==> config.mk <==
export PLATFORM = sky130hd
export DESIGN_NAME = traceback_walker
export DESIGN_NICKNAME = d
export VERILOG_FILES = /design/src/rtl/tb_pkg.sv /design/src/rtl/tb_symbol_decode.sv /design/src/rtl/traceback_walker.sv
export SDC_FILE = /design/constraint.sdc
export NUM_CORES = 1
export LEC_CHECK = 0
export CAP_MARGIN = 5
export CORE_MARGIN = 2
export CORE_UTILIZATION = 49
export CTS_BUF_LIST = sky130_fd_sc_hd__clkbuf_8
export DETAILED_ROUTE_END_ITERATION = 10
export GPL_ROUTABILITY_DRIVEN = 0
export PLACE_DENSITY_LB_ADDON = 0.1
export SLEW_MARGIN = 15
export SYNTH_ARGS = -nofsm -noshare
export SYNTH_HDL_FRONTEND = slang
export SYNTH_SLANG_ARGS = --single-unit
==> constraint.sdc <==
create_clock -name clk -period 3.2 [get_ports clk]
set_input_delay 0.64 -clock clk [delete_from_list [all_inputs] [get_ports clk]]
set_output_delay 0.64 -clock clk [all_outputs]
set_load 0.03 [all_outputs]
==> src/rtl/tb_pkg.sv <==
// Shared definitions for the Needleman-Wunsch traceback walker:
// one-hot RAM symbols, 2-bit step codes and the walker FSM states.
package tb_pkg;
  localparam logic [2:0] SYM_DIAG = 3'b001;
  localparam logic [2:0] SYM_UP   = 3'b010;
  localparam logic [2:0] SYM_LEFT = 3'b100;

  localparam logic [1:0] DIR_DIAG = 2'b01;
  localparam logic [1:0] DIR_UP   = 2'b10;
  localparam logic [1:0] DIR_LEFT = 2'b11;

  typedef enum logic [2:0] {IDLE, ISSUE, WAIT, EDGE, EMIT, DONE} state_t;
endpackage

==> src/rtl/tb_symbol_decode.sv <==
// Priority decode of a one-hot direction symbol (DIAG > UP > LEFT) with
// correction of moves that would step off the matrix edge.
module tb_symbol_decode
  import tb_pkg::*;
(
  input  logic [2:0] i_symbol,
  input  logic       i_row_zero,
  input  logic       i_col_zero,
  output logic [1:0] o_dir,
  output logic       o_illegal
);
  always_comb begin
    // NOTE: every output gets a default before any branch so no latch is inferred.
    o_dir     = DIR_DIAG;
    o_illegal = 1'b0;
    if ((i_symbol & SYM_DIAG) != '0)      o_dir = DIR_DIAG;
    else if ((i_symbol & SYM_UP) != '0)   o_dir = DIR_UP;
    else if ((i_symbol & SYM_LEFT) != '0) o_dir = DIR_LEFT;
    else                                  o_illegal = 1'b1;

    // On row 0 only LEFT is possible, on column 0 only UP.
    if (o_dir != DIR_LEFT && i_row_zero)    o_dir = DIR_LEFT;
    else if (o_dir != DIR_UP && i_col_zero) o_dir = DIR_UP;
  end
endmodule

==> src/rtl/traceback_walker.sv <==
// Traceback engine: walks the direction matrix from (len_i, len_j) back to
// (0,0), reading interior symbols from RAM and emitting one step per handshake.
module traceback_walker
  import tb_pkg::*;
#(
  parameter  int N      = 128,
  parameter  int M      = 128,
  parameter  int RD_LAT = 2,
  localparam int BI     = $clog2(N + 1),
  localparam int BJ     = $clog2(M + 1),
  localparam int SW     = $clog2(N + M + 1)
) (
  input  logic          clk,
  input  logic          rst_n,
  input  logic          start,
  input  logic          abort,
  input  logic [BI-1:0] len_i,
  input  logic [BJ-1:0] len_j,
  output logic          rd_en,
  output logic [BI-1:0] rd_i,
  output logic [BJ-1:0] rd_j,
  input  logic [2:0]    symbol,
  output logic          step_valid,
  input  logic          step_ready,
  output logic [1:0]    step_dir,
  output logic [BI-1:0] step_i,
  output logic [BJ-1:0] step_j,
  output logic [SW-1:0] steps,
  output logic          busy,
  output logic          done,
  output logic          err
);
  localparam int WW = $clog2(RD_LAT + 1);

  state_t          r_state;
  logic [BI-1:0]   r_i, r_rd_i, r_step_i;
  logic [BJ-1:0]   r_j, r_rd_j, r_step_j;
  logic [WW-1:0]   r_wait;
  logic [SW-1:0]   r_steps;
  logic [1:0]      r_step_dir;
  logic            r_rd_en, r_step_valid, r_busy, r_done, r_err;

  logic [2:0]      w_dec_sym;
  logic [1:0]      w_dir;
  logic            w_illegal, w_dec_i, w_dec_j, w_advance;
  logic [BI-1:0]   w_nxt_i;
  logic [BJ-1:0]   w_nxt_j;
  state_t          w_route;

  // EDGE cells feed a DIAG through the decoder; its edge correction picks UP or LEFT.
  assign w_dec_sym = (r_state == EDGE) ? SYM_DIAG : symbol;

  tb_symbol_decode u_decode (
    .i_symbol   (w_dec_sym),
    .i_row_zero (r_i == '0),
    .i_col_zero (r_j == '0),
    .o_dir      (w_dir),
    .o_illegal  (w_illegal)
  );

  assign w_advance = (r_state == IDLE && start) || (r_state == EMIT && step_ready);

  // Next coordinates: clamped launch cell in IDLE, post-step cell in EMIT.
  always_comb begin
    w_dec_i = (r_step_dir == DIR_DIAG) || (r_step_dir == DIR_UP);
    w_dec_j = (r_step_dir == DIR_DIAG) || (r_step_dir == DIR_LEFT);
    if (r_state == IDLE) begin
      w_nxt_i = (len_i > BI'(N)) ? BI'(N) : len_i;
      w_nxt_j = (len_j > BJ'(M)) ? BJ'(M) : len_j;
    end else begin
      w_nxt_i = r_i - BI'(w_dec_i);
      w_nxt_j = r_j - BJ'(w_dec_j);
    end
    if (w_nxt_i == '0 && w_nxt_j == '0)      w_route = DONE;
    else if (w_nxt_i == '0 || w_nxt_j == '0) w_route = EDGE;
    else                                     w_route = ISSUE;
  end

  // NOTE: sequential state uses non-blocking assignments only; later ones in the block win.
  always_ff @(posedge clk or negedge rst_n) begin
    if (!rst_n) begin
      r_state      <= IDLE;
      r_i          <= '0;
      r_j          <= '0;
      r_wait       <= '0;
      r_steps      <= '0;
      r_rd_en      <= 1'b0;
      r_rd_i       <= '0;
      r_rd_j       <= '0;
      r_step_valid <= 1'b0;
      r_step_dir   <= '0;
      r_step_i     <= '0;
      r_step_j     <= '0;
      r_busy       <= 1'b0;
      r_done       <= 1'b0;
      r_err        <= 1'b0;
    end else begin
      r_rd_en <= 1'b0;
      r_rd_i  <= '0;
      r_rd_j  <= '0;
      r_done  <= 1'b0;
      if (abort) begin
        r_state      <= IDLE;
        r_i          <= '0;
        r_j          <= '0;
        r_wait       <= '0;
        r_steps      <= '0;
        r_step_valid <= 1'b0;
        r_step_dir   <= '0;
        r_step_i     <= '0;
        r_step_j     <= '0;
        r_busy       <= 1'b0;
      end else if (w_advance) begin
        r_i     <= w_nxt_i;
        r_j     <= w_nxt_j;
        r_state <= w_route;
        r_busy  <= (w_route != DONE);
        r_done  <= (w_route == DONE);
        r_rd_en <= (w_route == ISSUE);
        r_rd_i  <= (w_route == ISSUE) ? w_nxt_i - BI'(1) : '0;
        r_rd_j  <= (w_route == ISSUE) ? w_nxt_j - BJ'(1) : '0;
        if (r_state == IDLE) begin
          r_steps <= '0;
          r_err   <= 1'b0;
        end else begin
          r_steps      <= r_steps + SW'(1);
          r_step_valid <= 1'b0;
          r_step_dir   <= '0;
          r_step_i     <= '0;
          r_step_j     <= '0;
        end
      end else begin
        unique case (r_state)
          ISSUE: begin
            r_state <= WAIT;
            r_wait  <= WW'(RD_LAT - 1);
          end
          WAIT, EDGE: begin
            if (r_state == WAIT && r_wait != '0) begin
              r_wait <= r_wait - WW'(1);
            end else if (w_illegal) begin
              r_err   <= 1'b1;
              r_busy  <= 1'b0;
              r_state <= IDLE;
            end else begin
              r_step_valid <= 1'b1;
              r_step_dir   <= w_dir;
              r_step_i     <= r_i;
              r_step_j     <= r_j;
              r_state      <= EMIT;
            end
          end
          DONE:    r_state <= IDLE;
          default: ;
        endcase
      end
    end
  end

  assign rd_en      = r_rd_en;
  assign rd_i       = r_rd_i;
  assign rd_j       = r_rd_j;
  assign step_valid = r_step_valid;
  assign step_dir   = r_step_dir;
  assign step_i     = r_step_i;
  assign step_j     = r_step_j;
  assign steps      = r_steps;
  assign busy       = r_busy;
  assign done       = r_done;
  assign err        = r_err;
endmodule

=== After elaboration in Yosys (flattened, before gate mapping) ===
Index checks and enable logic that the tools add are counted.

* Word-level logic and storage cells: 148
* Latch bits: 0
* Memory bits (read-only): 0
* Memories: 0
* Input bits: 24
* Bits in registers: 69
* Memory bits (writable): 0

* Magnitude comparators: 2
* Div/mod/pow operators: 0
* Bitwise logic cells: 1
* Reduce and logical (&&, ||, !) cells: 29
* $mul: 0
* Muxes and demuxes: 74
* Shifts and indexed selects: 0
* $add $sub $neg: 6
* Equal/unequal tests: 21

{| class="wikitable"
|+ Operators by type and width
! cell !! number
|-
| $mux W8 || 25
|-
| $logic_not A8 Y1 || 4
|-
| $mux W2 || 15
|-
| $mux W9 || 3
|-
| $mux W1 || 23
|-
| $mux W3 || 6
|-
| $gt A8 B8 Y1 const B || 2
|-
| $sub A8 B1 Y8 || 2
|-
| $sub A8 B1 Y8 const B || 2
|-
| $ne A3 B3 Y1 const B || 5
|-
| $add A9 B1 Y9 const B || 1
|-
| $eq A3 B3 Y1 const B || 3
|-
| $pmux W3 S3 || 1
|-
| $reduce_bool A3 Y1 || 3
|-
| $ne A2 B2 Y1 const B || 4
|-
| $reduce_bool A2 Y1 || 4
|-
| $eq A3 B1 Y1 const B || 2
|-
| $eq A3 B2 Y1 const B || 2
|-
| $logic_and A1 B1 Y1 || 6
|-
| $reduce_and A3 Y1 || 2
|-
| $reduce_and A5 Y1 || 1
|-
| $reduce_bool A5 Y1 || 1
|-
| $eq A2 B2 Y1 const B || 2
|-
| $logic_or A1 B1 Y1 || 4
|-
| other kinds (10) || 10
|}

=== Depth between registers and ports, before layout ===
* Word-level depth: 14
* Depth in mapped cells: 14

=== By module ===
A second synthesis with hierarchy kept.

* Cell total of the unflattened synthesis: 433
* Area total of the unflattened synthesis: 3789.9 um^2

{| class="wikitable"
|+ By module, submodules not included
! module !! cells an instance !! times used !! area an instance (um^2) !! sequential area each (um^2)
|-
| traceback_walker || 425 || 1 || 3746.1 || 1726.7
|-
| tb_symbol_decode || 8 || 1 || 43.8 || 0.0
|}

=== Worst setup path before layout ===
Ideal clock, no wire load.

* Kind: register to register
* From: register r_step_dir[0], in the netlist step_dir[0]
* To: register r_rd_i[3], in the netlist rd_i[3]
* Cell stages (with the launch flop): 13
* Required time: 3.068 ns
* Slack: 0.024 ns
* Path buffers: 1
* Arrival time: 3.044 ns
* Setup time: 0.132 ns
* Cell sequence: dfrtp_1 xor2_1 ha_1 ha_1 nor3b_1 xnor2_1 a31oi_1 or2_1 or4_1 ha_1 nand2_1 clkbuf_1 nor2_1

* Longest elaborated chain between the ends: 12
* Elaborated cells on any way between the ends: 20
* Classes of those cells: add/sub (3); eq/ne (4); mux (7); reduce/logical (6)

{| class="wikitable"
|+ Ends and longest elaborated chain
! element !! RTL line !! RTL
|-
| start: declaration || traceback_walker.sv:40 || <nowiki>logic [1:0] r_step_dir;</nowiki>
|-
| start signal: assignment || traceback_walker.sv:147 || <nowiki>r_step_dir <= w_dir;</nowiki>
|-
| $eq A2 B1 Y1, or another cell as far along || traceback_walker.sv:65, traceback_walker.sv:66 ||
|-
| $logic_or A1 B1 Y1 (on tied branches) || traceback_walker.sv:65, traceback_walker.sv:66 ||
|-
| $sub A8 B1 Y8 (on tied branches) || traceback_walker.sv:71, traceback_walker.sv:72 ||
|-
| $mux W8 || traceback_walker.sv:67 || <nowiki>if (r_state == IDLE) begin</nowiki>
|-
| $logic_not A8 Y1 || traceback_walker.sv:74, traceback_walker.sv:75 ||
|-
| $logic_or A1 B1 Y1 || traceback_walker.sv:75 || <nowiki>else if (w_nxt_i == '0 || w_nxt_j == '0) w_route = EDGE;</nowiki>
|-
| $mux W2 || traceback_walker.sv:75 ||
|-
| $mux W3 || traceback_walker.sv:74 || <nowiki>if (w_nxt_i == '0 && w_nxt_j == '0) w_route = DONE;</nowiki>
|-
| $eq A3 B1 Y1 || traceback_walker.sv:120 || <nowiki>r_rd_i <= (w_route == ISSUE) ? w_nxt_i - BI'(1) : '0;</nowiki>
|-
| $mux W8 (*) || traceback_walker.sv:120 ||
|-
| $mux W8 (*) || traceback_walker.sv:113 || <nowiki>end else if (w_advance) begin</nowiki>
|-
| $mux W8 (*) || traceback_walker.sv:102 || <nowiki>if (abort) begin</nowiki>
|-
| end signal: assignment || traceback_walker.sv:120 ||
|-
| end: declaration || traceback_walker.sv:36 || <nowiki>logic [BI-1:0] r_i, r_rd_i, r_step_i;</nowiki>
|}

Every way passes the cells marked *; elsewhere a longest branch is shown, timed or not.
A chain may end at the register's enable or synchronous reset.

=== Worst setup path in the final report ===
* From: register r_step_dir[0], in the netlist step_dir[0]
* To: register r_state[2]

* Longest elaborated chain between the ends: 9
* Elaborated cells on any way between the ends: 15
* Classes of those cells: add/sub (2); eq/ne (3); mux (5); reduce/logical (5)

{| class="wikitable"
|+ Ends and longest elaborated chain
! element !! RTL line !! RTL
|-
| $eq A2 B1 Y1, or another cell as far along || traceback_walker.sv:65, traceback_walker.sv:66 ||
|-
| $logic_or A1 B1 Y1 (on tied branches) || traceback_walker.sv:65, traceback_walker.sv:66 ||
|-
| $sub A8 B1 Y8 (on tied branches) || traceback_walker.sv:71, traceback_walker.sv:72 ||
|-
| $mux W8 || traceback_walker.sv:67 ||
|-
| $logic_not A8 Y1 || traceback_walker.sv:74 ||
|-
| $logic_and A1 B1 Y1 (*) || traceback_walker.sv:74 ||
|-
| $mux W3 (*) || traceback_walker.sv:74 ||
|-
| $mux W3 (*) || traceback_walker.sv:113 ||
|-
| $mux W3 (*) || traceback_walker.sv:102 ||
|-
| end signal: assignment || traceback_walker.sv:116 || <nowiki>r_state <= w_route;</nowiki>
|-
| end: declaration || traceback_walker.sv:35 || <nowiki>state_t r_state;</nowiki>
|}

Marked as above.

==> metrics <==
Layout area overhead 32.3%; dominant combinational cell family by area after synthesis simple AND/OR/NAND/NOR gates; area occupied by multi-input gates 1940 µm²; final core occ 66.2%; # setup viols final 0; endpoint type of the worst setup path flop; post-synthesis share of cell area spent on full adders, half adders and majority gates 3.62%; number of different library cells in the post-synthesis netlist 54; WL final 9810 µm; Worst path most repeated cell sky130_fd_sc_hd__ha_2; power density cells 863 nW/µm²; global-route usage over all layers 24.1%; peak fanout along the critical path 4; GR Overflow Total 0; share of flip-flops with an asynchronous set or reset 100%; setup slack after layout 0.134 ns; vias per cell 5.73; Crit Path Category reg2reg; Seq/Total Area, Yosys 45.4%; post-synthesis instance total 416; die width 92.1 µm; achievable clock frequency 326 MHz; top_reg_cell synth sky130_fd_sc_hd__dfrtp_1; largest incremental delay on the critical path 0.47 ns; number of buffers inserted by hold repair at cts 0; Post-synth EDFFs 0; pin count of the biggest net entering global routing 43; status finished clean; mux contribution to synthesized area 4.64%; total via count after detailed routing 3,539; number of standard-cell rows in the floorplan 32; floorplan die area 8490 µm²; share of cells above drive strength 1 14.0%; number of port buffers 71; cells on worst reg2reg path 11; internal reg-to-reg setup slack 0.13 ns; synthesis warning total 0; area share of xor/xnor cells in the synthesized design 2.76%; wire per inst 15.9 µm; via count of the first global-routing pass 3,322; core area 7610 µm²; kind of path behind the tightest hold check in2async; number of fill cells 651; clock-pin transition on the worst setup and hold timing paths 0.08 ns; die span in y 92.1 µm; HPWL reported at the end of detailed placement 7020 µm; data arrival time of the critical path 3.31 ns; remaining design rule violation count 0; total CTS buffers 9; share of the clock period used by the worst path after layout 95.8%; Final Max Tran Viols 0; commonest non-fill, non-tap cell in the layout sky130_fd_sc_hd__clkdlybuf4s50_1; worst slew margin relative to its limit 53.4%; type of origin of the critical path flop; antenna violations before repair 0; count of final hold-check violations 0; Worst Skew 0.00946 ns; Static Leak 2.20 nW; violation count after the first detailed-routing iteration 212; number of nets with antenna violations after routing 0; number of diodes added for antenna fixing 0; I/O Pins 72; TritonCTS clock tree built; shortest clock period the worst path allows after layout 3.07 ns; first-pass iteration count of the detailed router 5; summed negative setup slack over all endpoints 0 ns; Compound-Gate Fraction of Synth Area 18.2%; mean post-synth cell area 9.15 µm²; worst slack at placement 0.0140 ns; number of register bits inferred by synthesis 69; Critical Path, Cell by Cell xor2_1 > ha_2 > or4b_4 > o21ai_2 > a31oi_2 > or2_1 > nor4_2 > ha_2 > nor3b_4 > o21ai_1 > a221oi_2; commonest cells after routing, fill and taps aside sky130_fd_sc_hd__clkdlybuf4s50_1 (70), sky130_fd_sc_hd__dfrtp_1 (69), sky130_fd_sc_hd__nor2_1 (43); Clk Latency, worst-skew pair 0.34 ns; worst slew pin tran 0.695 ns; first-pass GRT wire length 16,200 µm; number of nets in the layout 547; worst reg2reg startpoint step_dir[0]; mapped cell area 3810 µm²; area used by sequential logic in the layout 1730 µm²; clk sink count 69; final design area excluding fillers 5040 µm²; slowest stage cell on the critical path sky130_fd_sc_hd__or4b_4; maximum clock insertion buffer count 2; cell area after placement 4780 µm²; peak ir drop on the vdd network 0.000434 V; initial core utilization 50.0%; max-cap check violation count 0; required time reported for the critical path endpoint 3.44 ns; end of the worst register-to-register path r_state[2]; clock root cell sky130_fd_sc_hd__clkbuf_8; H-tree Lvls 3; area fraction in and, or, nand and nor cells after synthesis 20.5%; overall power consumption 4.35 mW; Mapped Nets 451
## worst max-delay path, delay by kind of cell, from the launching register on
kind,cells,cell delay [ns]
flip-flops,1,0.41
AND/OR/NAND/NOR,4,1.22
XOR/XNOR,1,0.21
adder cells (fa/ha/maj),2,0.49
AO/OA/AOI/OAI,4,0.64
## worst max-delay path by stage
stage	from	to	cells after the start
3_5_place_dp	len_j[7]	r_state[2]	11
3_3_place_gp	len_i[4]	r_state[2]	10
5_1_grt	step_dir[0]	r_state[2]	13
2_1_floorplan	step_dir[0]	rd_i[3]	12
4_1_cts	step_dir[1]	r_state[2]	11
6_report	step_dir[0]	r_state[2]	11
## synthesized netlist by cell type, drive strengths merged, types with 2 or more instances
master,instances,share of area (%)
dfrtp,69,45
nor2,43,4.2
nand2,37,3.6
a21oi,34,4.8
o21ai,27,3.6
inv,23,2.3
nor3,14,2.0
clkbuf,12,1.2
mux2i,12,3.2
a31oi,11,2.0
ha,11,3.6
a22o,10,2.3
nand2b,10,1.6
buf,9,1.4
nand3,8,1.1
or4,7,1.5
nor3b,6,1.2
xnor2,6,1.4
xor2,6,1.4
a211oi,5,0.99
and2,5,0.82
mux2,5,1.5
o31ai,5,0.99
or3,5,0.82
a21o,4,0.79
nand4,4,0.66
nor4,4,0.66
and3,3,0.49
or2,3,0.49
a32oi,2,0.46
nor2b,2,0.33
o211ai,2,0.39
or4b,2,0.62
## power by group
part / leakage (nW) / switching (mW) / internal, mW / total (mW)
logic: 1.16 / 1.41 / 1.04 / 2.45
registers: 0.942 / 0.173 / 1.07 / 1.24
clock network: 0.101 / 0.323 / 0.334 / 0.658
## layer usage
metal / vias to the layer above / wire length [µm] / GRT usage, % / share of wire, %
met5: - / 0 / 0 / 0
met4: 0 / 128 / 6.97 / 1.3
met3: 15 / 549 / 4.44 / 5.6
met2: 126 / 4900 / 39.7 / 50
met1: 1724 / 4230 / 32.5 / 43
li1: 1674 / - / - / -
## registers in the layout, indices dropped and copies added, names as in the netlist, 2 cells and up
name / flops
steps: 9
r_i: 8
r_j: 8
rd_i: 8
rd_j: 8
step_i: 8
step_j: 8
r_state: 3
r_wait: 2
step_dir: 2
## what timing repair did
action,in CTS,in global routing
buffers inserted,0,4
setup endpoints to repair,0,12
gates resized for setup,0,10
## logic make-up (layout without fill, tap and decap cells)
| family | count (synthesis) | count (layout) |
|---|---|---|
| buffers and inverters | 44 | 144 |
| xor gates and xnor gates | 12 | 12 |
| adders and majority gates | 11 | 11 |
| muxes | 17 | 17 |
| DFF | 69 | 69 |
| AOI/OAI and AO/OA | 108 | 108 |
| and+or+nand+nor | 155 | 155 |
## metrics by stage
step | std cells | hold WS [ns]
floorplan | 416 | 0.344
global placement | 599 | 0.467
detailed placement | 599 | 0.470
CTS | 614 | 0.342
global route | 618 | 0.371
finish | 618 | 0.316
## final cells by class
type,count,share of cell area [%]
Clock buffer,12,3.28
Clock inverter,3,0.248
Inverter,23,1.71
Multi-Input combinational cell,303,38.5
Sequential cell,69,34.3
Tap cell,102,2.53
Timing Repair Buffer,106,19.5
No activity file was read; power rests on OpenSTA's default activity.
